File: config.mk
export PLATFORM = sky130hd
export DESIGN_NAME = sim_axi_slave_flat
export DESIGN_NICKNAME = d
export VERILOG_FILES = /design/src/rtl/sim_axi_pkg.sv /design/src/rtl/sim_axi_slave_if.sv /design/src/rtl/sim_axi_fifo.sv /design/src/rtl/sim_axi_slave.sv /design/src/flat_wrapper.sv
export SDC_FILE = /design/constraint.sdc
export NUM_CORES = 2
export LEC_CHECK = 0
export CAP_MARGIN = 25
export CORE_MARGIN = 1
export CORE_UTILIZATION = 35
export CTS_CLUSTER_DIAMETER = 60
export CTS_CLUSTER_SIZE = 20
export DETAILED_ROUTE_END_ITERATION = 16
export PLACE_DENSITY = 0.65
export SYNTH_ARGS = -nofsm -noshare
export SYNTH_HDL_FRONTEND = slang
export SYNTH_HIERARCHICAL = 1
export SYNTH_SLANG_ARGS = --single-unit
export TNS_END_PERCENT = 1
File: constraint.sdc
create_clock -name clk -period 20.6 [get_ports clk]
set_input_delay 4.12 -clock clk [delete_from_list [all_inputs] [get_ports clk]]
set_output_delay 4.12 -clock clk [all_outputs]
set_load 0.005 [all_outputs]
File: src/rtl/sim_axi_pkg.sv
// Shared response codes, read-FSM state type and range helper for the sim_axi_slave memory model.
package sim_axi_pkg;

    localparam logic [1:0] AXI_RESP_OKAY   = 2'b00;
    localparam logic [1:0] AXI_RESP_SLVERR = 2'b10;

    typedef enum logic [1:0] {
        IDLE  = 2'd0,
        WAIT  = 2'd1,
        BURST = 2'd2
    } rd_state_e;

    function automatic logic [1:0] range_resp(input logic [63:0] addr, input logic [63:0] limit);
        return (addr >= limit) ? AXI_RESP_SLVERR : AXI_RESP_OKAY;
    endfunction

endpackage

File: src/rtl/sim_axi_slave_if.sv
// AXI4 bus bundle between a bench master and the sim_axi_slave memory model.
interface sim_axi_slave_if #(
    parameter int DW = 512,
    parameter int AW = 64,
    parameter int IW = 4
);
    logic [AW-1:0]   S_AXI_AWADDR;
    logic [IW-1:0]   S_AXI_AWID;
    logic [7:0]      S_AXI_AWLEN;
    logic [2:0]      S_AXI_AWSIZE;
    logic [1:0]      S_AXI_AWBURST;
    logic            S_AXI_AWLOCK;
    logic [3:0]      S_AXI_AWCACHE;
    logic [3:0]      S_AXI_AWQOS;
    logic [2:0]      S_AXI_AWPROT;
    logic            S_AXI_AWVALID;
    logic            S_AXI_AWREADY;
    logic [DW-1:0]   S_AXI_WDATA;
    logic [DW/8-1:0] S_AXI_WSTRB;
    logic            S_AXI_WVALID;
    logic            S_AXI_WLAST;
    logic            S_AXI_WREADY;
    logic [IW-1:0]   S_AXI_BID;
    logic [1:0]      S_AXI_BRESP;
    logic            S_AXI_BVALID;
    logic            S_AXI_BREADY;
    logic [AW-1:0]   S_AXI_ARADDR;
    logic [IW-1:0]   S_AXI_ARID;
    logic [7:0]      S_AXI_ARLEN;
    logic [2:0]      S_AXI_ARSIZE;
    logic [1:0]      S_AXI_ARBURST;
    logic            S_AXI_ARLOCK;
    logic [3:0]      S_AXI_ARCACHE;
    logic [3:0]      S_AXI_ARQOS;
    logic [2:0]      S_AXI_ARPROT;
    logic            S_AXI_ARVALID;
    logic            S_AXI_ARREADY;
    logic [DW-1:0]   S_AXI_RDATA;
    logic [IW-1:0]   S_AXI_RID;
    logic [1:0]      S_AXI_RRESP;
    logic            S_AXI_RLAST;
    logic            S_AXI_RVALID;
    logic            S_AXI_RREADY;

    modport master (
        output S_AXI_AWADDR, S_AXI_AWID, S_AXI_AWLEN, S_AXI_AWSIZE, S_AXI_AWBURST, S_AXI_AWLOCK,
               S_AXI_AWCACHE, S_AXI_AWQOS, S_AXI_AWPROT, S_AXI_AWVALID,
               S_AXI_WDATA, S_AXI_WSTRB, S_AXI_WVALID, S_AXI_WLAST, S_AXI_BREADY,
               S_AXI_ARADDR, S_AXI_ARID, S_AXI_ARLEN, S_AXI_ARSIZE, S_AXI_ARBURST, S_AXI_ARLOCK,
               S_AXI_ARCACHE, S_AXI_ARQOS, S_AXI_ARPROT, S_AXI_ARVALID, S_AXI_RREADY,
        input  S_AXI_AWREADY, S_AXI_WREADY, S_AXI_BID, S_AXI_BRESP, S_AXI_BVALID,
               S_AXI_ARREADY, S_AXI_RDATA, S_AXI_RID, S_AXI_RRESP, S_AXI_RLAST, S_AXI_RVALID
    );

    modport slave (
        input  S_AXI_AWADDR, S_AXI_AWID, S_AXI_AWLEN, S_AXI_AWSIZE, S_AXI_AWBURST, S_AXI_AWLOCK,
               S_AXI_AWCACHE, S_AXI_AWQOS, S_AXI_AWPROT, S_AXI_AWVALID,
               S_AXI_WDATA, S_AXI_WSTRB, S_AXI_WVALID, S_AXI_WLAST, S_AXI_BREADY,
               S_AXI_ARADDR, S_AXI_ARID, S_AXI_ARLEN, S_AXI_ARSIZE, S_AXI_ARBURST, S_AXI_ARLOCK,
               S_AXI_ARCACHE, S_AXI_ARQOS, S_AXI_ARPROT, S_AXI_ARVALID, S_AXI_RREADY,
        output S_AXI_AWREADY, S_AXI_WREADY, S_AXI_BID, S_AXI_BRESP, S_AXI_BVALID,
               S_AXI_ARREADY, S_AXI_RDATA, S_AXI_RID, S_AXI_RRESP, S_AXI_RLAST, S_AXI_RVALID
    );
endinterface

File: src/rtl/sim_axi_fifo.sv
// First-word-fall-through FIFO with registered occupancy; reset flushes contents.
import sim_axi_pkg::*;

module sim_axi_fifo #(
    parameter int WIDTH = 8,
    parameter int DEPTH = 16
) (
    input  logic             clk,
    input  logic             resetn,
    input  logic             push,
    input  logic [WIDTH-1:0] din,
    input  logic             pop,
    output logic [WIDTH-1:0] dout,
    output logic             full,
    output logic             empty
);
    localparam int PW = $clog2(DEPTH);
    localparam int CW = PW + 1;

    logic [WIDTH-1:0] mem_r [DEPTH];
    logic [PW-1:0]    wr_ptr_r;
    logic [PW-1:0]    rd_ptr_r;
    logic [CW-1:0]    count_r;
    logic             do_push_s;
    logic             do_pop_s;

    assign full      = (count_r == CW'(DEPTH));
    assign empty     = (count_r == CW'(0));
    assign do_push_s = push & ~full;
    assign do_pop_s  = pop & ~empty;
    assign dout      = mem_r[rd_ptr_r];

    // Pointer and occupancy tracking
    always_ff @(posedge clk) begin
        if (!resetn) begin
            wr_ptr_r <= '0;
            rd_ptr_r <= '0;
            count_r  <= '0;
        end else begin
            if (do_push_s) wr_ptr_r <= wr_ptr_r + PW'(1);
            if (do_pop_s)  rd_ptr_r <= rd_ptr_r + PW'(1);
            case ({do_push_s, do_pop_s})
                2'b10:   count_r <= count_r + CW'(1);
                2'b01:   count_r <= count_r - CW'(1);
                default: count_r <= count_r;
            endcase
        end
    end

    // Storage array, no reset needed since occupancy guards every read
    always_ff @(posedge clk) begin
        if (do_push_s) mem_r[wr_ptr_r] <= din;
    end
endmodule

File: src/rtl/sim_axi_slave.sv
// AXI4 slave memory stand-in: in-order B responses, latency-delayed address-derived read bursts.
// Defining SIM_AXI_SLAVE_STALL_EN adds LFSR-driven stalls on WREADY and on new R beats.
import sim_axi_pkg::*;

module sim_axi_slave #(
    parameter int          DW         = 512,
    parameter int          AW         = 64,
    parameter int          IW         = 4,
    parameter int          AR_DEPTH   = 16,
    parameter int          WQ_DEPTH   = 16,
    parameter int          RD_LATENCY = 4,
    parameter logic [63:0] ADDR_LIMIT = 64'h1_0000_0000
) (
    input  logic           clk,
    input  logic           resetn,
    sim_axi_slave_if.slave s_axi,
    output logic [31:0]    wr_bursts,
    output logic [31:0]    rd_bursts
);
    localparam int WQ_W = AW + IW;
    localparam int BQ_W = IW + 2;
    localparam int AR_W = AW + IW + 8;

    logic            stall_s;
    logic            wq_full_s, wq_empty_s, wq_pop_s;
    logic [WQ_W-1:0] wq_dout_s;
    logic            bq_full_s, bq_empty_s, bq_pop_s;
    logic [BQ_W-1:0] bq_din_s, bq_dout_s;
    logic            arq_full_s, arq_empty_s, arq_pop_s;
    logic [AR_W-1:0] arq_dout_s;
    logic            aw_hs_s, ar_hs_s, wready_s, bvalid_s;
    logic            in_burst_s, rvalid_s, rlast_s, r_hs_s;
    rd_state_e       state_r;
    logic [AW-1:0]   addr_r;
    logic [IW-1:0]   id_r;
    logic [7:0]      len_r, beat_r, cnt_r;
    logic [1:0]      resp_r;
    logic            pend_r;
    logic [31:0]     wr_bursts_r, rd_bursts_r;
    logic            unused_ok_s;

`ifdef SIM_AXI_SLAVE_STALL_EN
    logic [15:0] lfsr_r;

    // Free-running stall pattern generator
    always_ff @(posedge clk) begin
        if (!resetn) lfsr_r <= 16'hACE1;
        else         lfsr_r <= {lfsr_r[14:0], lfsr_r[15] ^ lfsr_r[13] ^ lfsr_r[12] ^ lfsr_r[10]};
    end
    assign stall_s = lfsr_r[0];
`else
    assign stall_s = 1'b0;
`endif

    assign aw_hs_s             = s_axi.S_AXI_AWVALID & s_axi.S_AXI_AWREADY;
    assign s_axi.S_AXI_AWREADY = resetn & ~wq_full_s;
    assign wready_s            = resetn & ~wq_empty_s & ~bq_full_s & ~stall_s;
    assign s_axi.S_AXI_WREADY  = wready_s;
    assign wq_pop_s            = s_axi.S_AXI_WVALID & wready_s & s_axi.S_AXI_WLAST;
    assign bq_din_s            = {wq_dout_s[IW-1:0], range_resp(64'(wq_dout_s[WQ_W-1:IW]), ADDR_LIMIT)};
    assign bvalid_s            = resetn & ~bq_empty_s;
    assign bq_pop_s            = bvalid_s & s_axi.S_AXI_BREADY;
    assign s_axi.S_AXI_BVALID  = bvalid_s;
    assign s_axi.S_AXI_BID     = bvalid_s ? bq_dout_s[BQ_W-1:2] : '0;
    assign s_axi.S_AXI_BRESP   = bvalid_s ? bq_dout_s[1:0] : AXI_RESP_OKAY;

    sim_axi_fifo #(.WIDTH(WQ_W), .DEPTH(WQ_DEPTH)) u_wq (
        .clk(clk), .resetn(resetn), .push(aw_hs_s),
        .din({s_axi.S_AXI_AWADDR, s_axi.S_AXI_AWID}), .pop(wq_pop_s),
        .dout(wq_dout_s), .full(wq_full_s), .empty(wq_empty_s)
    );

    sim_axi_fifo #(.WIDTH(BQ_W), .DEPTH(WQ_DEPTH)) u_bq (
        .clk(clk), .resetn(resetn), .push(wq_pop_s), .din(bq_din_s), .pop(bq_pop_s),
        .dout(bq_dout_s), .full(bq_full_s), .empty(bq_empty_s)
    );

    assign ar_hs_s             = s_axi.S_AXI_ARVALID & s_axi.S_AXI_ARREADY;
    assign s_axi.S_AXI_ARREADY = resetn & ~arq_full_s;
    assign arq_pop_s           = (state_r == IDLE) & ~arq_empty_s;

    sim_axi_fifo #(.WIDTH(AR_W), .DEPTH(AR_DEPTH)) u_arq (
        .clk(clk), .resetn(resetn), .push(ar_hs_s),
        .din({s_axi.S_AXI_ARADDR, s_axi.S_AXI_ARID, s_axi.S_AXI_ARLEN}), .pop(arq_pop_s),
        .dout(arq_dout_s), .full(arq_full_s), .empty(arq_empty_s)
    );

    // A beat already presented is held through any stall until it completes
    assign in_burst_s         = resetn & (state_r == BURST);
    assign rvalid_s           = in_burst_s & (pend_r | ~stall_s);
    assign rlast_s            = in_burst_s & (beat_r == len_r);
    assign r_hs_s             = rvalid_s & s_axi.S_AXI_RREADY;
    assign s_axi.S_AXI_RVALID = rvalid_s;
    assign s_axi.S_AXI_RLAST  = rlast_s;
    assign s_axi.S_AXI_RDATA  = in_burst_s ? {(DW/64){64'(addr_r)}} : '0;
    assign s_axi.S_AXI_RID    = in_burst_s ? id_r : '0;
    assign s_axi.S_AXI_RRESP  = in_burst_s ? resp_r : AXI_RESP_OKAY;

    // Read request sequencer: pop, wait out the latency, then stream beats
    always_ff @(posedge clk) begin
        if (!resetn) begin
            state_r     <= IDLE;
            addr_r      <= '0;
            id_r        <= '0;
            len_r       <= 8'd0;
            beat_r      <= 8'd0;
            cnt_r       <= 8'd0;
            resp_r      <= AXI_RESP_OKAY;
            pend_r      <= 1'b0;
            rd_bursts_r <= 32'd0;
        end else begin
            pend_r <= rvalid_s & ~s_axi.S_AXI_RREADY;
            case (state_r)
                IDLE: begin
                    if (!arq_empty_s) begin
                        addr_r  <= arq_dout_s[AR_W-1:IW+8];
                        id_r    <= arq_dout_s[IW+7:8];
                        len_r   <= arq_dout_s[7:0];
                        beat_r  <= 8'd0;
                        resp_r  <= range_resp(64'(arq_dout_s[AR_W-1:IW+8]), ADDR_LIMIT);
                        cnt_r   <= 8'(RD_LATENCY);
                        state_r <= (RD_LATENCY == 0) ? BURST : WAIT;
                    end
                end
                WAIT: begin
                    cnt_r <= cnt_r - 8'd1;
                    if (cnt_r == 8'd1) state_r <= BURST;
                end
                BURST: begin
                    if (r_hs_s) begin
                        addr_r <= addr_r + AW'(DW/8);
                        beat_r <= beat_r + 8'd1;
                        if (rlast_s) begin
                            rd_bursts_r <= rd_bursts_r + 32'd1;
                            state_r     <= IDLE;
                        end
                    end
                end
                default: state_r <= IDLE;
            endcase
        end
    end

    // Completed write-response counter
    always_ff @(posedge clk) begin
        if (!resetn)       wr_bursts_r <= 32'd0;
        else if (bq_pop_s) wr_bursts_r <= wr_bursts_r + 32'd1;
    end

    assign wr_bursts = wr_bursts_r;
    assign rd_bursts = rd_bursts_r;

    assign unused_ok_s = ^{s_axi.S_AXI_AWLEN, s_axi.S_AXI_AWSIZE, s_axi.S_AXI_AWBURST, s_axi.S_AXI_AWLOCK,
                           s_axi.S_AXI_AWCACHE, s_axi.S_AXI_AWQOS, s_axi.S_AXI_AWPROT,
                           s_axi.S_AXI_WDATA, s_axi.S_AXI_WSTRB,
                           s_axi.S_AXI_ARSIZE, s_axi.S_AXI_ARBURST, s_axi.S_AXI_ARLOCK,
                           s_axi.S_AXI_ARCACHE, s_axi.S_AXI_ARQOS, s_axi.S_AXI_ARPROT};
endmodule

File: src/flat_wrapper.sv
// flat-port wrapper written by rule: the top's interface ports become plain ports
module sim_axi_slave_flat 
#(
    parameter int          DW         = 512,
    parameter int          AW         = 64,
    parameter int          IW         = 4,
    parameter int          AR_DEPTH   = 16,
    parameter int          WQ_DEPTH   = 16,
    parameter int          RD_LATENCY = 4,
    parameter logic [63:0] ADDR_LIMIT = 64'h1_0000_0000
)
  (clk, resetn, wr_bursts, rd_bursts, s_axi_S_AXI_AWADDR, s_axi_S_AXI_AWID, s_axi_S_AXI_AWLEN, s_axi_S_AXI_AWSIZE, s_axi_S_AXI_AWBURST, s_axi_S_AXI_AWLOCK, s_axi_S_AXI_AWCACHE, s_axi_S_AXI_AWQOS, s_axi_S_AXI_AWPROT, s_axi_S_AXI_AWVALID, s_axi_S_AXI_WDATA, s_axi_S_AXI_WSTRB, s_axi_S_AXI_WVALID, s_axi_S_AXI_WLAST, s_axi_S_AXI_BREADY, s_axi_S_AXI_ARADDR, s_axi_S_AXI_ARID, s_axi_S_AXI_ARLEN, s_axi_S_AXI_ARSIZE, s_axi_S_AXI_ARBURST, s_axi_S_AXI_ARLOCK, s_axi_S_AXI_ARCACHE, s_axi_S_AXI_ARQOS, s_axi_S_AXI_ARPROT, s_axi_S_AXI_ARVALID, s_axi_S_AXI_RREADY, s_axi_S_AXI_AWREADY, s_axi_S_AXI_WREADY, s_axi_S_AXI_BID, s_axi_S_AXI_BRESP, s_axi_S_AXI_BVALID, s_axi_S_AXI_ARREADY, s_axi_S_AXI_RDATA, s_axi_S_AXI_RID, s_axi_S_AXI_RRESP, s_axi_S_AXI_RLAST, s_axi_S_AXI_RVALID);
  sim_axi_slave_if #(.DW(DW), .AW(AW), .IW(IW)) s_axi_i ();
  input  logic clk;
  input  logic resetn;
  output logic [31:0] wr_bursts;
  output logic [31:0] rd_bursts;
  input wire logic [$bits(s_axi_i.S_AXI_AWADDR)-1:0] s_axi_S_AXI_AWADDR;
  input wire logic [$bits(s_axi_i.S_AXI_AWID)-1:0] s_axi_S_AXI_AWID;
  input wire logic [$bits(s_axi_i.S_AXI_AWLEN)-1:0] s_axi_S_AXI_AWLEN;
  input wire logic [$bits(s_axi_i.S_AXI_AWSIZE)-1:0] s_axi_S_AXI_AWSIZE;
  input wire logic [$bits(s_axi_i.S_AXI_AWBURST)-1:0] s_axi_S_AXI_AWBURST;
  input wire logic [$bits(s_axi_i.S_AXI_AWLOCK)-1:0] s_axi_S_AXI_AWLOCK;
  input wire logic [$bits(s_axi_i.S_AXI_AWCACHE)-1:0] s_axi_S_AXI_AWCACHE;
  input wire logic [$bits(s_axi_i.S_AXI_AWQOS)-1:0] s_axi_S_AXI_AWQOS;
  input wire logic [$bits(s_axi_i.S_AXI_AWPROT)-1:0] s_axi_S_AXI_AWPROT;
  input wire logic [$bits(s_axi_i.S_AXI_AWVALID)-1:0] s_axi_S_AXI_AWVALID;
  input wire logic [$bits(s_axi_i.S_AXI_WDATA)-1:0] s_axi_S_AXI_WDATA;
  input wire logic [$bits(s_axi_i.S_AXI_WSTRB)-1:0] s_axi_S_AXI_WSTRB;
  input wire logic [$bits(s_axi_i.S_AXI_WVALID)-1:0] s_axi_S_AXI_WVALID;
  input wire logic [$bits(s_axi_i.S_AXI_WLAST)-1:0] s_axi_S_AXI_WLAST;
  input wire logic [$bits(s_axi_i.S_AXI_BREADY)-1:0] s_axi_S_AXI_BREADY;
  input wire logic [$bits(s_axi_i.S_AXI_ARADDR)-1:0] s_axi_S_AXI_ARADDR;
  input wire logic [$bits(s_axi_i.S_AXI_ARID)-1:0] s_axi_S_AXI_ARID;
  input wire logic [$bits(s_axi_i.S_AXI_ARLEN)-1:0] s_axi_S_AXI_ARLEN;
  input wire logic [$bits(s_axi_i.S_AXI_ARSIZE)-1:0] s_axi_S_AXI_ARSIZE;
  input wire logic [$bits(s_axi_i.S_AXI_ARBURST)-1:0] s_axi_S_AXI_ARBURST;
  input wire logic [$bits(s_axi_i.S_AXI_ARLOCK)-1:0] s_axi_S_AXI_ARLOCK;
  input wire logic [$bits(s_axi_i.S_AXI_ARCACHE)-1:0] s_axi_S_AXI_ARCACHE;
  input wire logic [$bits(s_axi_i.S_AXI_ARQOS)-1:0] s_axi_S_AXI_ARQOS;
  input wire logic [$bits(s_axi_i.S_AXI_ARPROT)-1:0] s_axi_S_AXI_ARPROT;
  input wire logic [$bits(s_axi_i.S_AXI_ARVALID)-1:0] s_axi_S_AXI_ARVALID;
  input wire logic [$bits(s_axi_i.S_AXI_RREADY)-1:0] s_axi_S_AXI_RREADY;
  output wire logic [$bits(s_axi_i.S_AXI_AWREADY)-1:0] s_axi_S_AXI_AWREADY;
  output wire logic [$bits(s_axi_i.S_AXI_WREADY)-1:0] s_axi_S_AXI_WREADY;
  output wire logic [$bits(s_axi_i.S_AXI_BID)-1:0] s_axi_S_AXI_BID;
  output wire logic [$bits(s_axi_i.S_AXI_BRESP)-1:0] s_axi_S_AXI_BRESP;
  output wire logic [$bits(s_axi_i.S_AXI_BVALID)-1:0] s_axi_S_AXI_BVALID;
  output wire logic [$bits(s_axi_i.S_AXI_ARREADY)-1:0] s_axi_S_AXI_ARREADY;
  output wire logic [$bits(s_axi_i.S_AXI_RDATA)-1:0] s_axi_S_AXI_RDATA;
  output wire logic [$bits(s_axi_i.S_AXI_RID)-1:0] s_axi_S_AXI_RID;
  output wire logic [$bits(s_axi_i.S_AXI_RRESP)-1:0] s_axi_S_AXI_RRESP;
  output wire logic [$bits(s_axi_i.S_AXI_RLAST)-1:0] s_axi_S_AXI_RLAST;
  output wire logic [$bits(s_axi_i.S_AXI_RVALID)-1:0] s_axi_S_AXI_RVALID;
  assign s_axi_i.S_AXI_AWADDR = s_axi_S_AXI_AWADDR;
  assign s_axi_i.S_AXI_AWID = s_axi_S_AXI_AWID;
  assign s_axi_i.S_AXI_AWLEN = s_axi_S_AXI_AWLEN;
  assign s_axi_i.S_AXI_AWSIZE = s_axi_S_AXI_AWSIZE;
  assign s_axi_i.S_AXI_AWBURST = s_axi_S_AXI_AWBURST;
  assign s_axi_i.S_AXI_AWLOCK = s_axi_S_AXI_AWLOCK;
  assign s_axi_i.S_AXI_AWCACHE = s_axi_S_AXI_AWCACHE;
  assign s_axi_i.S_AXI_AWQOS = s_axi_S_AXI_AWQOS;
  assign s_axi_i.S_AXI_AWPROT = s_axi_S_AXI_AWPROT;
  assign s_axi_i.S_AXI_AWVALID = s_axi_S_AXI_AWVALID;
  assign s_axi_i.S_AXI_WDATA = s_axi_S_AXI_WDATA;
  assign s_axi_i.S_AXI_WSTRB = s_axi_S_AXI_WSTRB;
  assign s_axi_i.S_AXI_WVALID = s_axi_S_AXI_WVALID;
  assign s_axi_i.S_AXI_WLAST = s_axi_S_AXI_WLAST;
  assign s_axi_i.S_AXI_BREADY = s_axi_S_AXI_BREADY;
  assign s_axi_i.S_AXI_ARADDR = s_axi_S_AXI_ARADDR;
  assign s_axi_i.S_AXI_ARID = s_axi_S_AXI_ARID;
  assign s_axi_i.S_AXI_ARLEN = s_axi_S_AXI_ARLEN;
  assign s_axi_i.S_AXI_ARSIZE = s_axi_S_AXI_ARSIZE;
  assign s_axi_i.S_AXI_ARBURST = s_axi_S_AXI_ARBURST;
  assign s_axi_i.S_AXI_ARLOCK = s_axi_S_AXI_ARLOCK;
  assign s_axi_i.S_AXI_ARCACHE = s_axi_S_AXI_ARCACHE;
  assign s_axi_i.S_AXI_ARQOS = s_axi_S_AXI_ARQOS;
  assign s_axi_i.S_AXI_ARPROT = s_axi_S_AXI_ARPROT;
  assign s_axi_i.S_AXI_ARVALID = s_axi_S_AXI_ARVALID;
  assign s_axi_i.S_AXI_RREADY = s_axi_S_AXI_RREADY;
  assign s_axi_S_AXI_AWREADY = s_axi_i.S_AXI_AWREADY;
  assign s_axi_S_AXI_WREADY = s_axi_i.S_AXI_WREADY;
  assign s_axi_S_AXI_BID = s_axi_i.S_AXI_BID;
  assign s_axi_S_AXI_BRESP = s_axi_i.S_AXI_BRESP;
  assign s_axi_S_AXI_BVALID = s_axi_i.S_AXI_BVALID;
  assign s_axi_S_AXI_ARREADY = s_axi_i.S_AXI_ARREADY;
  assign s_axi_S_AXI_RDATA = s_axi_i.S_AXI_RDATA;
  assign s_axi_S_AXI_RID = s_axi_i.S_AXI_RID;
  assign s_axi_S_AXI_RRESP = s_axi_i.S_AXI_RRESP;
  assign s_axi_S_AXI_RLAST = s_axi_i.S_AXI_RLAST;
  assign s_axi_S_AXI_RVALID = s_axi_i.S_AXI_RVALID;
  sim_axi_slave #(.DW(DW), .AW(AW), .IW(IW), .AR_DEPTH(AR_DEPTH), .WQ_DEPTH(WQ_DEPTH), .RD_LATENCY(RD_LATENCY), .ADDR_LIMIT(ADDR_LIMIT)) u_core (.clk(clk), .resetn(resetn), .s_axi(s_axi_i), .wr_bursts(wr_bursts), .rd_bursts(rd_bursts));
endmodule
==> results by group <==
STA
  • RSZ-0062 raised after global routing: false
  • Clock skew: 0.0792 ns
  • Final Critical Period: 11.85 ns
  • Peak Freq: 0.0844 GHz
  • Final Hold Vio Count: 0
  • Setup violators final: 0
  • Worst Tran Pin Value: 1.14 ns
  • Final Hold Slack: 0.457 ns
  • Slew HR: 23.3%
  • Final period util: 57.5%
  • Setup TNS Final: 0 ns
  • Final Max Slew Viols: 0

Clocking
  • CTS H-tree lvls: 4
  • Skew-Pair Late Insertion Delay: 0.84 ns
  • Post-CTS setup buffer count: 0
  • Clk sinks: 2098
  • Post-CTS sizing: 0
  • Clock transition at path regs: 0.08 ns
  • CTS hold repair buffers: 0
  • Root Buffer Master: clkbuf_16
  • Clock buffer depth: 3
  • CTS tree: built
  • Cts bufs inserted: 147

Detailed routing
  • Post-route ant nets: 0
  • DR vias: 45800
  • Vias per cell: 5.38
  • DRC viols: 0
  • Initial DRC Count: 4696
  • Routed wire length: 235 mm
  • DR WL/cell: 27.6 um
  • Drt first pass iters: 6

Worst setup path
  • WP buf/inv: 4
  • Crit path launch type: input pin
  • Max stage delay on crit path: 0.75 ns
  • RR Endpoint: u_core/resp_r[1]
  • CP Capture Type: primary output
  • Worst path required time: 16.48 ns
  • Crit-path slowest cell: buf_4
  • Critical Path Stages: 6
  • R2R setup slack: 15.44 ns
  • R2R depth: 10
  • CP Max Fanout: 77
  • CP Cell Sequence: buf_6 > buf_4 > nand2_1 > inv_1 > and3_1 > clkdlybuf4s50_1
  • Crit path DAT: 7.73 ns
  • WS Path Type: in2out
  • Crit-path leading delay family: buffers and inverters

Pwr
  • Power density over the cells: 89.8 mW/mm2
  • Sequential power share: 54.5%
  • Comb pwr share: 11.2%
  • Switching power: 2.25 mW
  • Clk pwr share: 34.2%
  • Leak: 30.4 nW
  • Worst vdd ir: 0.0722 mV
  • Switching Share: 25.4%
  • Cell-internal power: 6.61 mW

Final layout
  • Nets: 5988
  • Layout cells sized above 1: 16.7%
  • Post-route insts no fill: 8520
  • Fill cell count: 21500
  • Final Cell Area: 0.0987 mm2
  • Layout area overhead: 14.9%
  • Core Util, Final: 40.5%

Placed design
  • Post-DP Area: 0.0938 mm2
  • Gp weighted congestion: 0.828
  • Placed Instances: 8241
  • Post-detail-place hpwl: 144 mm
  • IO buf count: 712

Global route
  • Grt total ovfl: 0
  • Initial antenna violation count: 48
  • GRT Overall Usage: 18.7%
  • Vias in the first global route: 45200
  • Largest net degree at the start of global routing: 136
  • Global-route wire length before repair: 333 mm

Flow run
  • Max Cap Viol: 0

Min path
  • Hold EP: u_core/id_r[1]
  • Hold crit path type: reg2reg
  • Cell depth of the worst hold path: 2
  • Hold_sp: u_core/id_r[1]

Run status
  • Outcome: completed

Floorplanning
  • Chip width: 498 um
  • Die height: 498 um
  • Ports: 1364
  • Row cnt: 181
  • Core area: 0.244 mm2
  • Initial core utilization: 35.3%
  • Die area: 0.248 mm2

Synthesis
  • Synthesized area: 0.0860 mm2
  • Warnings from Yosys: 6
  • Synthesized area per cell: 17.4 um2
  • Cells after Synth: 4928
-- power groups by stage --
stage / clock network, mW / registers, mW / logic, mW
after floorplan: 0 / 4.89 / 0.656
after global placement: 0 / 4.92 / 0.976
after detailed placement: 0 / 4.93 / 0.993
after CTS: 3.11 / 4.83 / 0.996
after global routing: 3.25 / 4.85 / 1.08
final: 3.03 / 4.83 / 0.994
-- cell type report --
cell class | instances | area (um2) | share of cell area [%]
Sequential cell | 2098 | 60900 | 61.7
Inverter | 39 | 151 | 0.153
Clock inverter | 70 | 932 | 0.944
Multi-Input combinational cell | 2082 | 20700 | 20.9
Clock buffer | 188 | 3960 | 4.01
Tap cell | 3202 | 4010 | 4.06
Antenna cell | 21 | 52.6 | 0.0532
Timing Repair Buffer | 820 | 8040 | 8.14
-- state kept, by name, summed over array words and instances (netlist names), 5 cells and up, named ones only --
signal,flops
u_core/beat_r,8
u_core/u_wq/mem_r,576
u_core/u_arq/mem_r,1216
u_core/cnt_r,8
u_core/len_r,8
u_core/u_bq/mem_r,96
u_core/u_wq/count_r,5
u_core/u_arq/count_r,5
u_core/addr_r,64
u_core/wr_bursts,32
u_core/u_bq/count_r,5
u_core/rd_bursts,32
-- layout by cell type, fill, tap and decap left out, types with 8 or more instances in the layout --
cell             count
a211oi_1             9
nor2_4              27
and4_1              10
mux4_2             472
mux2i_1             22
o211ai_1            10
and2_1              28
ha_1                30
buf_4               98
and3_1             108
dfxtp_1            206
o21ai_0             52
conb_1              17
or3_1               24
o22ai_1             10
nor3_1              37
a21oi_1             92
a22oi_1            244
inv_6                8
edfxtp_1          1888
o21a_1              18
nand4_1             49
nand2b_1            17
nor3_2               9
inv_1               34
o31ai_1              8
xor2_1              38
nor2_1             156
clkbuf_1            33
clkinv_2            11
nor4_1              33
diode_2             21
nor2b_1             18
clkdlybuf4s50_1    711
clkbuf_16          152
clkinv_8            11
nand3_1             83
inv_8                8
nand2_1            287
xnor2_1             39
-- per-layer routing --
layer | share of wire, % | track usage, % | up-vias
met5 | 0.13 | 0 | -
met4 | 3.2 | 6.41 | 50
li1 | - | - | 19600
met3 | 6.5 | 3.50 | 370
met2 | 49 | 30.9 | 1725
met1 | 41 | 24.6 | 24100
-- how the worst max path moves through the flow --
stage	start	end	slack [ns]
after floorplan	resetn	u_core/u_arq/mem_r[0][0]	9.67
after global placement	resetn	s_axi_S_AXI_RLAST	8.85
after detailed placement	resetn	s_axi_S_AXI_RLAST	8.79
after CTS	resetn	s_axi_S_AXI_RLAST	8.80
after global routing	resetn	s_axi_S_AXI_RLAST	8.70
final	resetn	s_axi_S_AXI_RLAST	8.75
-- worst reg2reg max path: stages, from the launching register on --
cell and delay (ns):
dfxtp_4 0.77, buf_4 0.76, buf_12 0.56, buf_12 0.87
mux4_2 0.71, a22oi_1 0.23, nand2_1 0.23, nor4_1 0.51
nand4_1 0.15, nor3_1 0.19, nor2_1 0.06
-- metrics by stage --
step	power [mW]	worst slack [ns]
CTS	8.94	8.80
floorplan	5.55	9.67
global route	9.18	8.70
finish	8.86	8.75
detailed placement	5.92	8.79
global placement	5.90	8.85
Note: power is estimated with default switching activity, not from simulation.
